[config.mk]
export PLATFORM = sky130hd
export DESIGN_NAME = sync_fifo_flex_flat
export DESIGN_NICKNAME = d
export VERILOG_FILES = /design/src/rtl/sync_fifo_pkg.sv /design/src/rtl/sync_fifo_flex_if.sv /design/src/rtl/sync_fifo_mem.sv /design/src/rtl/sync_fifo_flex.sv /design/src/flat_wrapper.sv
export SDC_FILE = /design/constraint.sdc
export NUM_CORES = 1
export LEC_CHECK = 0
export CAP_MARGIN = 20
export CORE_MARGIN = 2
export CORE_UTILIZATION = 55
export DETAILED_ROUTE_END_ITERATION = 10
export PLACE_DENSITY = 0.84
export SYNTH_ARGS = -nofsm -noshare
export SYNTH_HDL_FRONTEND = slang
export SYNTH_HIERARCHICAL = 1
export SYNTH_SLANG_ARGS = --single-unit
[constraint.sdc]
create_clock -name clk -period 2.52 [get_ports clk]
set_clock_uncertainty 0.15 [all_clocks]
set_input_delay 0.378 -clock clk [delete_from_list [all_inputs] [get_ports clk]]
set_output_delay 0.378 -clock clk [all_outputs]
set_load 0.01 [all_outputs]
[src/rtl/sync_fifo_pkg.sv]
// Shared types and helpers for the flexible synchronous FIFO.
// Pointer increment wraps at an arbitrary depth, so non power-of-two depths work.
package sync_fifo_pkg;

  typedef struct packed {
    logic overflow;
    logic underflow;
  } err_flags_t;

  // Wrap-aware pointer increment: depth-1 rolls back to 0
  function automatic int unsigned ptr_inc(input int unsigned ptr, input int unsigned depth);
    return (ptr == depth - 32'd1) ? 32'd0 : ptr + 32'd1;
  endfunction

endpackage

[src/rtl/sync_fifo_flex_if.sv]
// Producer/consumer bundle for sync_fifo_flex: write side, read side and status.
interface sync_fifo_flex_if #(
  parameter int unsigned DATA_WIDTH = 8,
  parameter int unsigned CNT_WIDTH  = 6
);
  logic                  flush;
  logic                  wen;
  logic [DATA_WIDTH-1:0] wdata;
  logic                  full;
  logic                  almost_full;
  logic                  ren;
  logic [DATA_WIDTH-1:0] rdata;
  logic                  rvalid;
  logic                  empty;
  logic                  almost_empty;
  logic [CNT_WIDTH-1:0]  count;
  logic                  overflow;
  logic                  underflow;

  modport master (
    output flush, wen, wdata, ren,
    input  full, almost_full, rdata, rvalid, empty, almost_empty, count, overflow, underflow
  );

  modport slave (
    input  flush, wen, wdata, ren,
    output full, almost_full, rdata, rvalid, empty, almost_empty, count, overflow, underflow
  );
endinterface

[src/rtl/sync_fifo_mem.sv]
// FIFO storage: one write port, one read port that is either combinational
// (first-word-fall-through) or registered with a one-cycle latency.
module sync_fifo_mem #(
  parameter int unsigned DATA_WIDTH = 8,
  parameter int unsigned DEPTH      = 32,
  parameter int unsigned ADDR_WIDTH = $clog2(DEPTH),
  parameter bit          FWFT       = 1'b1
) (
  input  logic                  clk,
  input  logic                  rst_n,
  input  logic                  we_i,
  input  logic [ADDR_WIDTH-1:0] waddr_i,
  input  logic [DATA_WIDTH-1:0] wdata_i,
  input  logic                  re_i,
  input  logic [ADDR_WIDTH-1:0] raddr_i,
  output logic [DATA_WIDTH-1:0] rdata_o
);

  // Storage is intentionally not reset
  logic [DATA_WIDTH-1:0] mem_q [DEPTH];

  always_ff @(posedge clk) begin
    if (we_i) begin
      mem_q[waddr_i] <= wdata_i;
    end
  end

  if (FWFT) begin : g_fwft
    logic unused_rd;
    assign unused_rd = &{1'b0, re_i, rst_n};
    assign rdata_o   = mem_q[raddr_i];
  end else begin : g_reg
    logic [DATA_WIDTH-1:0] rdata_q;
    always_ff @(posedge clk or negedge rst_n) begin
      if (!rst_n) begin
        rdata_q <= '0;
      end else if (re_i) begin
        rdata_q <= mem_q[raddr_i];
      end
    end
    assign rdata_o = rdata_q;
  end

endmodule

[src/rtl/sync_fifo_flex.sv]
// Single-clock FIFO with arbitrary depth, FWFT or registered read, occupancy count,
// programmable almost flags, synchronous flush and sticky error flags.
module sync_fifo_flex
  import sync_fifo_pkg::*;
#(
  parameter int unsigned DATA_WIDTH = 8,
  parameter int unsigned FIFO_DEPTH = 32,
  parameter int unsigned ADDR_WIDTH = $clog2(FIFO_DEPTH),
  parameter int unsigned CNT_WIDTH  = $clog2(FIFO_DEPTH + 1),
  parameter bit          FWFT       = 1'b1,
  parameter int unsigned AF_THRESH  = FIFO_DEPTH - 2,
  parameter int unsigned AE_THRESH  = 2
) (
  input logic             clk,
  input logic             rst_n,
  sync_fifo_flex_if.slave bus
);

  if (FIFO_DEPTH < 2 || AE_THRESH >= AF_THRESH || AF_THRESH > FIFO_DEPTH ||
      CNT_WIDTH < $clog2(FIFO_DEPTH + 1) || ADDR_WIDTH < $clog2(FIFO_DEPTH)) begin : g_param_check
    $error("sync_fifo_flex: illegal parameter combination");
  end

  logic [ADDR_WIDTH-1:0] waddr_q, waddr_d;
  logic [ADDR_WIDTH-1:0] raddr_q, raddr_d;
  logic [CNT_WIDTH-1:0]  count_q, count_d;
  logic                  full_q, full_d;
  logic                  empty_q, empty_d;
  logic                  af_q, af_d;
  logic                  ae_q, ae_d;
  logic                  rvalid_q, rvalid_d;
  err_flags_t            err_q, err_d;
  logic                  rd_ok;
  logic                  wr_ok;
  logic [DATA_WIDTH-1:0] mem_rdata;

  // Flush masks both requests; a full FIFO still accepts a write paired with a read
  assign rd_ok = bus.ren && !empty_q && !bus.flush;
  assign wr_ok = bus.wen && (!full_q || rd_ok) && !bus.flush;

  always_comb begin
    waddr_d  = waddr_q;
    raddr_d  = raddr_q;
    count_d  = count_q;
    err_d    = err_q;
    rvalid_d = rd_ok;
    if (bus.flush) begin
      waddr_d = '0;
      raddr_d = '0;
      count_d = '0;
      err_d   = '0;
    end else begin
      if (wr_ok) begin
        waddr_d = ADDR_WIDTH'(ptr_inc(32'(waddr_q), FIFO_DEPTH));
      end
      if (rd_ok) begin
        raddr_d = ADDR_WIDTH'(ptr_inc(32'(raddr_q), FIFO_DEPTH));
      end
      if (wr_ok && !rd_ok) begin
        count_d = count_q + CNT_WIDTH'(1);
      end else if (rd_ok && !wr_ok) begin
        count_d = count_q - CNT_WIDTH'(1);
      end
      if (bus.wen && !wr_ok) begin
        err_d.overflow = 1'b1;
      end
      if (bus.ren && empty_q) begin
        err_d.underflow = 1'b1;
      end
    end
    // Status flags follow the next count so they move together with it
    full_d  = (count_d == CNT_WIDTH'(FIFO_DEPTH));
    empty_d = (count_d == '0);
    af_d    = (count_d >= CNT_WIDTH'(AF_THRESH));
    ae_d    = (count_d <= CNT_WIDTH'(AE_THRESH));
  end

  always_ff @(posedge clk or negedge rst_n) begin
    if (!rst_n) begin
      waddr_q  <= '0;
      raddr_q  <= '0;
      count_q  <= '0;
      full_q   <= 1'b0;
      empty_q  <= 1'b1;
      af_q     <= (AF_THRESH == 0);
      ae_q     <= 1'b1;
      rvalid_q <= 1'b0;
      err_q    <= '0;
    end else begin
      waddr_q  <= waddr_d;
      raddr_q  <= raddr_d;
      count_q  <= count_d;
      full_q   <= full_d;
      empty_q  <= empty_d;
      af_q     <= af_d;
      ae_q     <= ae_d;
      rvalid_q <= rvalid_d;
      err_q    <= err_d;
    end
  end

  sync_fifo_mem #(
    .DATA_WIDTH (DATA_WIDTH),
    .DEPTH      (FIFO_DEPTH),
    .ADDR_WIDTH (ADDR_WIDTH),
    .FWFT       (FWFT)
  ) u_mem (
    .clk     (clk),
    .rst_n   (rst_n),
    .we_i    (wr_ok),
    .waddr_i (waddr_q),
    .wdata_i (bus.wdata),
    .re_i    (rd_ok),
    .raddr_i (raddr_q),
    .rdata_o (mem_rdata)
  );

  assign bus.rdata        = mem_rdata;
  assign bus.rvalid       = FWFT ? !empty_q : rvalid_q;
  assign bus.full         = full_q;
  assign bus.empty        = empty_q;
  assign bus.almost_full  = af_q;
  assign bus.almost_empty = ae_q;
  assign bus.count        = count_q;
  assign bus.overflow     = err_q.overflow;
  assign bus.underflow    = err_q.underflow;

endmodule
[src/flat_wrapper.sv]
// flat-port wrapper written by rule: the top's interface ports become plain ports
module sync_fifo_flex_flat import sync_fifo_pkg::*;
#(
  parameter int unsigned DATA_WIDTH = 8,
  parameter int unsigned FIFO_DEPTH = 32,
  parameter int unsigned ADDR_WIDTH = $clog2(FIFO_DEPTH),
  parameter int unsigned CNT_WIDTH  = $clog2(FIFO_DEPTH + 1),
  parameter bit          FWFT       = 1'b1,
  parameter int unsigned AF_THRESH  = FIFO_DEPTH - 2,
  parameter int unsigned AE_THRESH  = 2
)
  (clk, rst_n, bus_flush, bus_wen, bus_wdata, bus_ren, bus_full, bus_almost_full, bus_rdata, bus_rvalid, bus_empty, bus_almost_empty, bus_count, bus_overflow, bus_underflow);
  sync_fifo_flex_if #(.DATA_WIDTH(DATA_WIDTH), .CNT_WIDTH(CNT_WIDTH)) bus_i ();
  input logic clk;
  input logic rst_n;
  input wire logic [$bits(bus_i.flush)-1:0] bus_flush;
  input wire logic [$bits(bus_i.wen)-1:0] bus_wen;
  input wire logic [$bits(bus_i.wdata)-1:0] bus_wdata;
  input wire logic [$bits(bus_i.ren)-1:0] bus_ren;
  output wire logic [$bits(bus_i.full)-1:0] bus_full;
  output wire logic [$bits(bus_i.almost_full)-1:0] bus_almost_full;
  output wire logic [$bits(bus_i.rdata)-1:0] bus_rdata;
  output wire logic [$bits(bus_i.rvalid)-1:0] bus_rvalid;
  output wire logic [$bits(bus_i.empty)-1:0] bus_empty;
  output wire logic [$bits(bus_i.almost_empty)-1:0] bus_almost_empty;
  output wire logic [$bits(bus_i.count)-1:0] bus_count;
  output wire logic [$bits(bus_i.overflow)-1:0] bus_overflow;
  output wire logic [$bits(bus_i.underflow)-1:0] bus_underflow;
  assign bus_i.flush = bus_flush;
  assign bus_i.wen = bus_wen;
  assign bus_i.wdata = bus_wdata;
  assign bus_i.ren = bus_ren;
  assign bus_full = bus_i.full;
  assign bus_almost_full = bus_i.almost_full;
  assign bus_rdata = bus_i.rdata;
  assign bus_rvalid = bus_i.rvalid;
  assign bus_empty = bus_i.empty;
  assign bus_almost_empty = bus_i.almost_empty;
  assign bus_count = bus_i.count;
  assign bus_overflow = bus_i.overflow;
  assign bus_underflow = bus_i.underflow;
  sync_fifo_flex #(.DATA_WIDTH(DATA_WIDTH), .FIFO_DEPTH(FIFO_DEPTH), .ADDR_WIDTH(ADDR_WIDTH), .CNT_WIDTH(CNT_WIDTH), .FWFT(FWFT), .AF_THRESH(AF_THRESH), .AE_THRESH(AE_THRESH)) u_core (.clk(clk), .rst_n(rst_n), .bus(bus_i));
endmodule
==> flow_summary.toml <==
[detailed_routing]
post_drt_wl_per_cell_um = 30.7
via_per_inst = 6.51
post-route-drc-count = 0
num_vias = 6205
final_antenna_net_count = 0
drt-initial-drc-count = 874
wl_um = 29200
dr.pass1.iters = 5

[layout]
drive_gt1_share_pct = 36.0
num_antenna_cells = 0
num-nets-final = 680
fin_area_mm2 = 0.0136
final_util_pct = 67.5
final.fill_count = 1148
stdcell_count = 953
areaGrowthSynthToFinish_pct = 21.1

[clock_tree]
cts_tree = "yes"
cts-buffers-inserted = 28
cts.sinks = 278
insertion_delay_ns = 0.53
clockBufferDepth = 3
clk_pin_slew_ns = 0.06
cts_root_buf = "clkbuf_16"
htreeDepth = 1

[sta]
rsz0062_at_grt = "yes"
hold_viol_final = 0
hold_slack_ns = 0.159
drv_slew = 0
period_needed_ns = 3.38
fin_crit_sh_pct = 134
relSlewSlack_pct = 46.9
worst_pin_slew_ns = 0.795
setup_viol = 8
clock.fmax_mhz = 296
setup_slack_ns = -0.861

[synthesis]
ys_warn_count = 6
syn_area_mm2 = 0.0112
ys_ff_latch = 278
postSynthAreaPerCell_um2 = 20.4
synth_top_area_share_pct = 68.5
synth_edf_count = 256
synthTopCellsByArea = "edfxtp_1 69%, mux4_2 16%, dfrtp_1 4.5%, nor2_1 1.6%, mux2_2 0.80%"
synth_nets = 569
ys_async_sr_fraction_pct = 7.91
yosysSeqAreaShare_pct = 73.5
synth_top_family_by_area = "multiplexers"
synth_adder_area_share_pct = 0.669
synth_simple_gate_area_share_pct = 5.24
synth_common_cells = "256 x edfxtp_1, 80 x mux4_2, 49 x nor2_1"
synthCells = 550
yosysMostFrequentCell = "edfxtp_1"
yosysTopAreaCell = "edfxtp_1"
synth.distinct_cells = 53
ys.flop_type = "edfxtp_1"
synth_compound_area_share_pct = 1.63
synth_xor_area_share_pct = 0.0781
synth.area.mux_share_pct = 17.3

[global_routing]
use_met2_pct = 47.1
busiest_layer = "met2"
grt_max_degree = 34
antenna_found_initial = 1
grt_pass1_wl_um = 44100
grtUsageMet1_pct = 39.8
grtUsageTotal_pct = 28.2
overflow = 0
grt_use_met3_pct = 4.13
grt_pass1_vias = 6530

[place]
placed_area_mm2 = 0.0124
place_inst = 892
pre_cts_ws_ns = -0.636
gp_congestion = 0.848
port_buffers = 33
hpwl_um = 15300

[status]
failed_checks = "setup timing"
outcome = "finished with violations"

[die]
core_area_mm2 = 0.0201
design.die.area_mm2 = 0.0216
num_rows = 52
initial_core_util_pct = 55.8
num_io_pins = 34
die_x_um = 147
die_h_um = 147

[pwr]
p_sw_share_pct = 23.7
power_density_mw_per_mm2 = 822
combPwrFrac_pct = 14.5
seqPwrFrac_pct = 46.5
peakVddDrop_v = 0.000460
p_int_w = 0.00852
pwr-share-clk_pct = 39.0
p_leak_nw = 4.48
power.switching_w = 0.00265

[hold_path]
hp-class = "input pin to async pin"

[critical_path]
path_max_fanout = 6
reg2regPathDepth = 6
cp_data_required_time_ns = 1.99
crit_path_end_kind = "output pin"
worstSetupPathType = "flop to output pin"
cp_data_arrival_time_ns = 2.85
startpoint_type = "flop"

[flow_run]
drv_cap = 0
-- power groups by stage --
stage	Combinational (W)	Sequential, W	Clock (W)
6_report	0.00162	0.00519	0.00436
2_1_floorplan	0.000919	0.00529	0
4_1_cts	0.00163	0.00519	0.00433
3_3_place_gp	0.00135	0.00529	0
5_1_grt	0.00171	0.00520	0.00458
3_5_place_dp	0.00140	0.00530	0
-- path summary, 6_finish.rpt --
check / slack, ns / start / to
max in group asynchronous: 1.47 / rst_n / u_core/waddr_q[2]
max reg2reg: 0.10 / u_core/bus.empty / u_core/u_mem/mem_q[0][0]
max: -0.86 / u_core/raddr_q[0] / bus_rdata[3]
min in group clk: 0.37 / u_core/bus.overflow / u_core/bus.overflow
min reg2reg: 0.37 / u_core/bus.overflow / u_core/bus.overflow
min: 0.16 / rst_n / u_core/bus.overflow
-- what timing repair did --
item,CTS,global route
endpoints found under the hold margin,0,0
cloned,3,1
gates resized for setup,53,0
hold buffers,0,0
buffers inserted,7,0
setup endpoints to repair,8,8
-- layout by cell type (no fill, tap or decap), drive strengths merged, types with 7 or more instances in the layout --
cell / count
mux4: 80
mux2: 8
nor2: 50
clkinv: 14
buf: 82
nand2: 7
dfrtp: 20
inv: 10
clkdlybuf4s50: 25
nand3: 7
a21oi: 10
edfxtp: 256
clkbuf: 33
o21ai: 8
-- worst max-delay path: stages, from the launching register on --
cell and delay (ns):
dfrtp_4 0.53, buf_12 0.16, buf_12 0.14, buf_12 0.12, mux4_2 0.42, mux4_2 0.52, mux2_4 0.30, buf_6 0.13
-- per-layer routing --
layer	share of wire, %	vias up	wire [µm]
li1	-	2491	-
met4	3.1	2	892
met2	50	401	14700
met3	9.0	66	2630
met1	38	3245	11000
met5	0.041	-	12
-- stage by stage --
stage | setup TNS, ns | total power, W
after floorplan | 0 | 0.00621
after global placement | -22.49 | 0.00663
after detailed placement | -28.73 | 0.00670
after CTS | -6.51 | 0.0112
after global routing | -6.87 | 0.0115
final | -6.49 | 0.0112
-- registers in the layout, indices dropped and copies added (netlist names) --
register / cells
u_core/u_mem/mem_q: 256
u_core/bus.count: 6
u_core/raddr_q: 5
u_core/waddr_q: 5
u_core/bus.almost_empty: 1
u_core/bus.almost_full: 1
u_core/bus.empty: 1
u_core/bus.full: 1
u_core/bus.overflow: 1
u_core/bus.underflow: 1
-- layout make-up --
type / instances / area [µm²] / area share [%]
Timing Repair Buffer: 108 / 1120 / 8.27
Clock inverter: 20 / 223 / 1.64
Clock buffer: 32 / 737 / 5.43
Multi-Input combinational cell: 236 / 2880 / 21.2
Tap cell: 270 / 338 / 2.49
Inverter: 9 / 33.8 / 0.249
Sequential cell: 278 / 8250 / 60.7
-- cell families after synthesis --
logic type	Yosys count
compound gates	29
xor+xnor	1
fa+ha+maj	6
buf+inv	36
flops	278
mux	93
simple gates	107
Power figures use the tool's default switching activity.
